===== src/rtl/pipe_pkg.sv =====
`timescale 1ns/1ps
// -----------------------------------------------------------------------------
// pipe_pkg
// Definitions shared by the pipeline-register stages (IF/ID, ID/EX, EX/MEM,
// MEM/WB):
//   stage_state_e  : stage occupancy state (EMPTY / HOLD / FULL)
//   occ_t          : held-entry count, 0..2
//   occ_of_state() : maps a stage state to its entry count
// -----------------------------------------------------------------------------
package pipe_pkg;

    typedef enum logic [1:0] {
        ST_EMPTY = 2'd0,   // no entry held
        ST_HOLD  = 2'd1,   // one entry, in the main register
        ST_FULL  = 2'd2    // two entries, main + skid
    } stage_state_e;

    typedef logic [1:0] occ_t;

    function automatic occ_t occ_of_state(input stage_state_e s);
        occ_t n;
        case (s)
            ST_EMPTY: n = 2'd0;
            ST_HOLD:  n = 2'd1;
            ST_FULL:  n = 2'd2;
            default:  n = 2'd0;
        endcase
        return n;
    endfunction

endpackage : pipe_pkg


===== src/rtl/pipe_stage_skid.sv =====
`timescale 1ns/1ps
// -----------------------------------------------------------------------------
// pipe_stage_skid
// Valid/ready pipeline register between two CPU pipeline stages. Holds up to
// two entries (main + skid) when SKID=1 so that in_ready can be a registered
// signal; with SKID=0 it holds one entry and in_ready is combinational.
//
// Parameters
//   DATA_W    datapath payload width (PC+4, rs1, rs2, immediate)
//   CTRL_W    control payload width (flags, alu_op, register addresses)
//   SKID      1 = two-entry skid mode, 0 = single-entry mode
//
// Ports
//   clk        in   clock, rising edge
//   rst        in   asynchronous active-high reset
//   flush      in   squash all held entries and the offered entry
//   in_valid   in   upstream offers an entry
//   in_ready   out  stage accepts an entry this cycle
//   in_ctrl    in   [CTRL_W] control payload
//   in_data    in   [DATA_W] data payload
//   out_valid  out  head entry presented downstream
//   out_ready  in   downstream consumes the head entry
//   out_ctrl   out  [CTRL_W] head control, forced to zero (bubble) when empty
//   out_data   out  [DATA_W] head data, keeps its last value when empty
//   occupancy  out  [2] number of held entries
// -----------------------------------------------------------------------------
module pipe_stage_skid
    import pipe_pkg::*;
#(
    parameter int DATA_W = 128,
    parameter int CTRL_W = 26,
    parameter int SKID   = 1
) (
    input  logic              clk,
    input  logic              rst,
    input  logic              flush,
    input  logic              in_valid,
    output logic              in_ready,
    input  logic [CTRL_W-1:0] in_ctrl,
    input  logic [DATA_W-1:0] in_data,
    output logic              out_valid,
    input  logic              out_ready,
    output logic [CTRL_W-1:0] out_ctrl,
    output logic [DATA_W-1:0] out_data,
    output logic [1:0]        occupancy
);

    stage_state_e      r_state;
    stage_state_e      w_state_next;
    occ_t              r_occ;

    logic [CTRL_W-1:0] r_main_ctrl;
    logic [DATA_W-1:0] r_main_data;
    logic [CTRL_W-1:0] w_skid_ctrl;
    logic [DATA_W-1:0] w_skid_data;

    logic              w_out_valid;
    logic              w_accept;
    logic              w_consume;
    logic              w_load_main_in;    // main <= input
    logic              w_load_main_skid;  // main <= skid
    logic              w_load_skid;       // skid <= input

    assign w_out_valid = (r_state != ST_EMPTY);
    assign w_accept    = in_valid && in_ready && !flush;
    assign w_consume   = w_out_valid && out_ready;

    // -------------------------------------------------------------------------
    // State register
    // -------------------------------------------------------------------------
    always_ff @(posedge clk or posedge rst) begin
        if (rst) begin
            r_state <= ST_EMPTY;
            r_occ   <= 2'd0;
        end else begin
            r_state <= w_state_next;
            r_occ   <= occ_of_state(w_state_next);
        end
    end

    // -------------------------------------------------------------------------
    // Next state and payload load enables
    // -------------------------------------------------------------------------
    always_comb begin
        w_state_next     = r_state;
        w_load_main_in   = 1'b0;
        w_load_main_skid = 1'b0;
        w_load_skid      = 1'b0;

        if (flush) begin
            // Squash wins over accept and consume; payload registers keep
            // their contents, only the state forgets them.
            w_state_next = ST_EMPTY;
        end else begin
            case (r_state)
                ST_EMPTY: begin
                    if (w_accept) begin
                        w_state_next   = ST_HOLD;
                        w_load_main_in = 1'b1;
                    end
                end
                ST_HOLD: begin
                    if (w_consume && w_accept) begin
                        w_state_next   = ST_HOLD;
                        w_load_main_in = 1'b1;
                    end else if (w_consume) begin
                        w_state_next = ST_EMPTY;
                    end else if (w_accept && (SKID != 0)) begin
                        // Main is stalled: park the new entry in the skid.
                        w_state_next = ST_FULL;
                        w_load_skid  = 1'b1;
                    end
                end
                ST_FULL: begin
                    // in_ready is low here, so only a consume can happen.
                    if (w_consume) begin
                        w_state_next     = ST_HOLD;
                        w_load_main_skid = 1'b1;
                    end
                end
                default: begin
                    w_state_next = ST_EMPTY;
                end
            endcase
        end
    end

    // -------------------------------------------------------------------------
    // Main (head) payload register
    // -------------------------------------------------------------------------
    always_ff @(posedge clk or posedge rst) begin
        if (rst) begin
            r_main_ctrl <= '0;
            r_main_data <= '0;
        end else if (w_load_main_in) begin
            r_main_ctrl <= in_ctrl;
            r_main_data <= in_data;
        end else if (w_load_main_skid) begin
            r_main_ctrl <= w_skid_ctrl;
            r_main_data <= w_skid_data;
        end
    end

    // -------------------------------------------------------------------------
    // Skid register and in_ready generation
    // -------------------------------------------------------------------------
    generate
        if (SKID != 0) begin : g_skid
            logic [CTRL_W-1:0] r_skid_ctrl;
            logic [DATA_W-1:0] r_skid_data;
            logic              r_in_ready;

            always_ff @(posedge clk or posedge rst) begin
                if (rst) begin
                    r_skid_ctrl <= '0;
                    r_skid_data <= '0;
                end else if (w_load_skid) begin
                    r_skid_ctrl <= in_ctrl;
                    r_skid_data <= in_data;
                end
            end

            // Registered ready: looks only at where the state is going, so
            // there is no path from out_ready to in_ready.
            always_ff @(posedge clk or posedge rst) begin
                if (rst) begin
                    r_in_ready <= 1'b1;
                end else begin
                    r_in_ready <= (w_state_next != ST_FULL);
                end
            end

            assign w_skid_ctrl = r_skid_ctrl;
            assign w_skid_data = r_skid_data;
            assign in_ready    = r_in_ready;
        end else begin : g_noskid
            assign w_skid_ctrl = '0;
            assign w_skid_data = '0;
            // Accept whenever the single slot is free or draining this cycle.
            assign in_ready    = !w_out_valid || out_ready;
        end
    endgenerate

    // -------------------------------------------------------------------------
    // Outputs
    // -------------------------------------------------------------------------
    assign out_valid = w_out_valid;
    assign out_ctrl  = w_out_valid ? r_main_ctrl : '0;
    assign out_data  = r_main_data;
    assign occupancy = r_occ;

endmodule : pipe_stage_skid


===== config.mk =====
export PLATFORM = sky130hd
export DESIGN_NAME = pipe_stage_skid
export DESIGN_NICKNAME = d
export VERILOG_FILES = /design/src/rtl/pipe_pkg.sv /design/src/rtl/pipe_stage_skid.sv
export SDC_FILE = /design/constraint.sdc
export NUM_CORES = 1
export LEC_CHECK = 0
export BUFFER_PORTS_ARGS = -buffer_cell sky130_fd_sc_hd__buf_2
export CORE_ASPECT_RATIO = 2
export CORE_MARGIN = 2
export CORE_UTILIZATION = 53
export DETAILED_ROUTE_END_ITERATION = 8
export PLACE_DENSITY = 0.87
export SLEW_MARGIN = 20
export SYNTH_ARGS = -nofsm -noshare
export SYNTH_HDL_FRONTEND = slang
export SYNTH_SLANG_ARGS = --single-unit

===== constraint.sdc =====
create_clock -name clk -period 11.1 [get_ports clk]
set_input_delay 1.11 -clock clk [delete_from_list [all_inputs] [get_ports clk]]
set_output_delay 1.11 -clock clk [all_outputs]
set_load 0.005 [all_outputs]

==> impl_results.md, run 1 <==
- Outcome: finished clean
- Worst path cell trace: buf_2, nand2_1, nor3_2, buf_4, nor2_4, buf_4, a21o_1
- Initial DRT Pass Iterations: 4
- Slew headroom: ~26%
- Pins Over Slew Limit: 0
- Worst reg2reg startpoint: r_state[1]$_DFF_PP0_
- CTS H-tree depth: 1
- FF-to-FF path depth: 6
- Clk pwr share: ~33%
- Post-synthesis sequential area ratio: 61.6%
- CTS buffer count: 28
- Share of the synthesized area in the top cell type: about three fifths
- Worst path slowest cell: buf_4
- Worst EP arrival: roughly 3.7 ns
- RD Place Congestion: about 0.8
- Final instance area: ~15000 um^2
- Detailed placer's ending HPWL: between 15000 and 20000 um
- Die width: 114 um
- CP top delay family: buffers and inverters
- Worst-path clk slew: roughly 0.060 ns
- Clk_lat worst skew: about 0.56 ns
- Final setup viols: 0
- Row count: 80
- Nets: 1342
- Post-CTS Resized: 0
- Flop and latch count out of synthesis: between 300 and 400
- Max-Cap Viols: 0
- Net count after synthesis: about 1100
- Antenna-violating nets left: 0
- Via count: about 8800
- Post-DP Area: about 14000 um^2
- Root Buffer: clkbuf_16
- Pwr/cell area: between 200 and 250 nW/um^2
- Commonest non-fill, non-tap cell in the layout: buf_2
- Reg-to-reg endpoint: out_data[64]$_DFFE_PP0P_
- Total GRT Usage: a little under a quarter
- NetSw: roughly 0.78 mW
- Wire per inst: between 20 and 25 um
- Setup TNS: 0 ns
- DRT Wirelength: a little over 30000 um
- Vias/cell: ~5.8
- WHS Path Cells: 1
- Area occupied by registers: around 8000 um^2
- Area Overhead vs Synth: 21.6%
- R2R setup slack: 7.97 ns
- Int Pwr: 2.34 mW
- Peak Freq: approximately 310 MHz
- IO Count: 317
- DR DRC count: 0
- Combinational power share: 16.6%
- Mapped Area: about 13000 um^2
- Fillers: roughly 1700
- Hold crit path type: reg -> reg
- Initial antenna violation count: 13
- Cell taking the most area after synthesis: dfrtp_1
- Sequential share of power: 50.1%
- Commonest cells after routing, fill and taps aside: buf_2, dfrtp_1, mux2_2
- Clock skew: about 0.016 ns
- Worst Hold Launch: r_main_ctrl[17]$_DFFE_PP0P_
- Fraction of layout cells with a size suffix above 1: around 45%
- Area of the multi-input gates: around 4500 um^2
- Critical setup path kind: in -> reg
- P_leak: ~8.4 nW
- Clock sink count: between 300 and 400
- I/O Buffers: 316
- Largest stage delay, worst path: 0.85 ns
- Worst vdd ir: ~0.14 mV
- Worst Path Required: 11.53 ns
- RSZ-0062 raised after global routing: no
- CTS Buffer Depth: 3
- Startpoint Class: input port
- GR Overflow Total: 0
- First-pass GRT wire length: around 48000 um
- Slew @ Worst Pin: 1.11 ns
- Post-Syn Area per Cell: roughly 14 um^2
- Min Tclk post-route: ~3.2 ns
- Vias in the first global route: roughly 9400
- Post-synthesis cell type count: 22
- Crit-path max FO: 90
- Most used cell, CP: buf_4
- Yosys warnings: 0
- End of the worst hold path: r_main_ctrl[17]$_DFFE_PP0P_
- Chip height: approximately 220 um
- Area contributors post-synth: dfrtp_1, mux2_2, a22o_1
- Largest net degree at the start of global routing: ~120
- Total Die Area: about 25000 um^2
- Starting density of the core: 53.6%
- Switching portion of total power: around 25%
- Period Utilization, post-route: 29.1%
- Bufs and invs on worst path: 3
- CTS tree: yes
- Final hold violations: 0
- Post CTS Setup Buffer Count: 0
- Area of the core: ~24000 um^2
- Crit. End Element: flop
- First-iteration detailed-routing DRC count: around 610
- Cells after synthesis: between 800 and 900
- Hold_buf cts: 0
==> cell type report <==
| class | instances | area share, % |
|---|---|---|
| Sequential cell | 313 | 50.6 |
| Clock buffer | 37 | 5.14 |
| Timing Repair Buffer | 329 | 10.9 |
| Inverter | 2 | 0.0971 |
| Multi-Input combinational cell | 509 | 29.4 |
| Tap cell | 287 | 2.32 |
| Antenna cell | 12 | 0.194 |
| Clock inverter | 12 | 1.32 |
==> worst max-delay path by stage <==
stage / start / end / slack, ns / depth (start not counted)
2_1_floorplan: rst / g_skid.r_skid_ctrl[0]$_DFFE_PP0P_ / 1.33 / 1
3_3_place_gp: out_ready / out_data[48]$_DFFE_PP0P_ / 7.36 / 7
3_5_place_dp: out_ready / out_data[43]$_DFFE_PP0P_ / 7.30 / 7
4_1_cts: r_state[1]$_DFF_PP0_ / out_ctrl[4] / 7.61 / 3
5_1_grt: out_ready / out_data[31]$_DFFE_PP0P_ / 7.67 / 7
6_report: out_ready / out_data[64]$_DFFE_PP0P_ / 7.87 / 7
==> metrics by stage <==
stage,cells,hold WS (ns),power [mW],util (%),setup slack (ns)
detailed placement,1440,0.457,2.10,60.8,7.30
floorplan,895,0.441,1.87,-,1.33
CTS,1489,0.472,3.15,65.0,7.61
global route,1501,0.482,3.26,65.2,7.67
finish,1501,0.466,3.12,65.2,7.87
global placement,1440,0.452,2.06,60.8,7.36
==> worst reg2reg max path, cell delays in order (launching register included) <==
cell and delay (ns):
dfrtp_1 0.54, nand2_1 0.14, nor3_2 0.62, buf_4 0.85, nor2_4 0.04, buf_4 0.42
a21o_1 0.39
==> cells in the mapped netlist <==
library cell and instances:
buf_2 46, o21ai_0 3, buf_1 4, nand3b_1 1, a21o_1 151, dfrtp_1 312
dfstp_2 1, o22a_1 1, nor3_1 3, clkbuf_1 15, or3_1 1, mux2_2 154
and2b_1 1, a22o_1 151, nand2_1 5, inv_1 2, nor4_4 1, o21a_1 1
nor2_1 5, nor2b_1 26, buf_4 6, mux2i_1 5
==> metal layers <==
metal  GRT usage, %  part of all wire, %  wire [um]
met1           26.7                   36      11000
met2           41.2                   53      16000
met3           3.72                  4.9       1480
met4           14.7                  6.4       1930
met5              0                0.023          7
==> flip-flops by register name, summed over array words and instances (netlist names) <==
| register | flops |
|---|---|
| g_skid.r_skid_data | 128 |
| g_skid.r_skid_ctrl | 26 |
| r_main_ctrl | 26 |
| occupancy | 2 |
| in_ready | 1 |
| out_data | 128 |
| r_state | 2 |
==> power by group through the flow <==
| stage | combinational, mW | sequential [mW] | clock (mW) |
|---|---|---|---|
| 2_1_floorplan | 0.315 | 1.55 | 0 |
| 6_report | 0.517 | 1.56 | 1.04 |
| 3_5_place_dp | 0.523 | 1.58 | 0 |
| 3_3_place_gp | 0.497 | 1.56 | 0 |
| 5_1_grt | 0.566 | 1.59 | 1.10 |
| 4_1_cts | 0.525 | 1.56 | 1.07 |
==> cell families after synthesis <==
kind of cell	count (synthesis)	synth area share, %
DFF	313	61.6
buffers and inverters	73	2.78
AOI/OAI and AO/OA	307	19.6
and+or+nand+nor	43	2.03
muxes	159	14.0
Power figures use the tool's default switching activity.
==> inputs of run 2 (changes only) <==
--- a/config.mk
+++ b/config.mk
@@ -8,9 +8,9 @@
 export BUFFER_PORTS_ARGS = -buffer_cell sky130_fd_sc_hd__buf_2
 export CORE_ASPECT_RATIO = 2
 export CORE_MARGIN = 2
-export CORE_UTILIZATION = 53
+export CORE_UTILIZATION = 48
 export DETAILED_ROUTE_END_ITERATION = 8
-export PLACE_DENSITY = 0.87
+export PLACE_DENSITY = 0.83
 export SLEW_MARGIN = 20
 export SYNTH_ARGS = -nofsm -noshare
 export SYNTH_HDL_FRONTEND = slang
==> constraint.sdc (replaced) <==
create_clock -name clk -period 2.7 [get_ports clk]
set_input_delay 0.27 -clock clk [delete_from_list [all_inputs] [get_ports clk]]
set_output_delay 0.27 -clock clk [all_outputs]
set_load 0.005 [all_outputs]
==> run 2 against run 1 <==
Effect of this change:
- core utilization grew 0.50 points
- hold slack got worse by 0.43 ns
- sequential share of layout area is 5.1 points lower
- highest routed layer is now met4
- largest power group unchanged
==> impl_results.md, run 2 (synthesis results as in run 1) <==
- CTS tree: yes (unchanged)
- GR Overflow Total: 0 (unchanged)
- Clock skew: 0.00926 ns (was 0.0163 ns)
- Setup TNS: 0 ns (unchanged)
- Non-filler cells, final: 1716 (was 1501)
- Slew headroom: 50.5% (was 25.9%)
- Clock sink count: 313 (unchanged)
- Root Buffer: clkbuf_16 (unchanged)
- Commonest non-fill, non-tap cell in the layout: buf_2 (unchanged)
- First-pass GRT wire length: 53600 um (was 47700 um)
- Clk pwr share: 30.2% (was 33.4%)
- Total Die Area: 27900 um^2 (was 25300 um^2)
- Initial DRT Pass Iterations: 4 (unchanged)
- Antenna-violating nets left: 0 (unchanged)
- DR DRC count: 0 (unchanged)
- Clk_lat worst skew: 0.54 ns (was 0.56 ns)
- R2R setup slack: 0.59 ns (was 7.97 ns)
- Row count: 84 (was 80)
- Startpoint Class: flop (was input port)
- Slew @ Worst Pin: 0.739 ns (was 1.11 ns)
- Outcome: finished clean (unchanged)
- Total GRT Usage: 24.1% (was 23.6%)
- Total power: 12.7 mW (was 3.12 mW)
- Nets: 1509 (was 1342)
- Period Utilization, post-route: roughly four fifths
- Die width: 119 um (was 114 um)
- Chip height: 234 um (was 223 um)
- Fraction of layout cells with a size suffix above 1: 39.2% (was 44.5%)
- NetSw: 3.27 mW (was 0.783 mW)
- Critical setup path kind: reg -> reg (was in -> reg)
- Sequential share of power: 50.8% (was 50.1%)
- Crit. End Element: flop (unchanged)
- Commonest cells after routing, fill and taps aside: buf_2, dfrtp_1, dlygate4sd3_1 (was buf_2, dfrtp_1, mux2_2)
- Switching portion of total power: 25.7% (was 25.1%)
- Pins Over Slew Limit: 0 (unchanged)
- Via count: 9682 (was 8757)
- DP Worst Slack: 0.622 ns (was 7.30 ns)
- CTS H-tree depth: 1 (unchanged)
- Combinational power share: 19.0% (was 16.6%)
- Crit-path max FO: 55 (was 90)
- Largest net degree at the start of global routing: 99 (was 116)
- Worst Path Required: 3.10 ns (was 11.53 ns)
- Worst EP arrival: 2.51 ns (was 3.66 ns)
- Starting density of the core: 48.6% (was 53.6%)
- DRT Wirelength: 34100 um (was 30400 um)
- Worst vdd ir: 0.565 mV (was 0.142 mV)
- Int Pwr: 9.43 mW (was 2.34 mW)
- Peak Freq: between 400 and 500 MHz
- Final core occ: 65.7% (was 65.2%)
- RD Place Congestion: 0.789 (was 0.824)
- Worst-path clk slew: 0.07 ns (was 0.06 ns)
- Wire per inst: 19.9 um (was 20.2 um)
- Setup ws final: 0.589 ns (was 7.87 ns)
- Final hold violations: 0 (unchanged)
- Detailed placer's ending HPWL: 20300 um (was 20000 um)
- Final setup viols: 0 (unchanged)
- Area of the core: 26200 um^2 (was 23700 um^2)
- I/O Buffers: 316 (unchanged)
- Pwr/cell area: 738 nW/um^2 (was 202 nW/um^2)
- Max-Cap Viols: 0 (unchanged)
- Vias/cell: 5.64 (was 5.83)
- CTS buffer count: 27 (was 28)
- CTS Buffer Depth: 3 (unchanged)
- Hold crit path type: in -> reg (was reg -> reg)
- Initial antenna violation count: 3 (was 13)
- First-iteration detailed-routing DRC count: 626 (was 611)
- Min Tclk post-route: 2.11 ns
- RSZ-0062 raised after global routing: no (unchanged)
- IO Count: 317 (unchanged)
- Area Overhead vs Synth: 35.2% (was 21.6%)
- Vias in the first global route: 10200 (was 9361)
- P_leak: 9.05 nW (was 8.35 nW)
- Dpl cells: 1509 (was 1440)
## run 2: power groups by stage
stage               logic (mW)  registers (mW)  clock network (mW)
floorplan                 1.30            6.39                   0
finish                    2.41            6.45                3.83
global route              2.62            6.58                4.09
global placement          2.10            6.40                   0
CTS                       2.39            6.41                3.92
detailed placement        2.20            6.48                   0
## run 2: per-layer routing
metal | global-route usage [%] | vias up | wire length [um]
met1 | 27.8 | 4911 | 12300
li1 | - | 4223 | -
met4 | 15.4 | 0 | 2270
met3 | 3.57 | 142 | 1820
met5 | 0 | - | 0
met2 | 41.9 | 406 | 17700
## run 2: worst paths after layout
path                                             start                            endpoint  cells after the start
hold reg to reg            r_main_ctrl[20]$_DFFE_PP0P_         r_main_ctrl[20]$_DFFE_PP0P_                      1
hold / removal                                   flush              occupancy[0]$_DFF_PP0_                      2
setup reg to reg                  r_state[1]$_DFF_PP0_             out_data[2]$_DFFE_PP0P_                      5
min in group asynchronous                          rst  g_skid.r_skid_ctrl[15]$_DFFE_PP0P_                      3
setup / recovery                  r_state[1]$_DFF_PP0_             out_data[2]$_DFFE_PP0P_                      5
max in group asynchronous                          rst                  in_ready$_DFF_PP1_                      5
## run 2: stage by stage
step / hold WS, ns / instance area, um^2
final: 0.0405 / 17200
after CTS: 0.000227 / 17200
after detailed placement: 0.325 / 14800
after floorplan: 0.341 / 12700
after global placement: 0.313 / 14800
after global routing: 0.0395 / 17200
## run 2: what timing repair did
item,4_1_cts,5_1_grt
buffers inserted,0,0
resized for setup,0,0
hold buffers,155,1
endpoints found under the hold margin,175,1
## run 2: critical path, cell delays in order, from the launching register on
cell     delay (ns)
dfrtp_1        0.52
nand2_1        0.15
nor3_2         0.58
buf_12         0.34
mux2i_1        0.23
o21ai_0        0.12
## run 2: cell type report
cell class	count	area (um^2)
timing repair buffer	497	3510
tap	344	430
inverter	2	11.3
sequential	313	7830
clock inverter	4	72.6
clock buffer	44	790
multi-input combinational	509	4540
fill	1744	8970
antenna	3	7.51
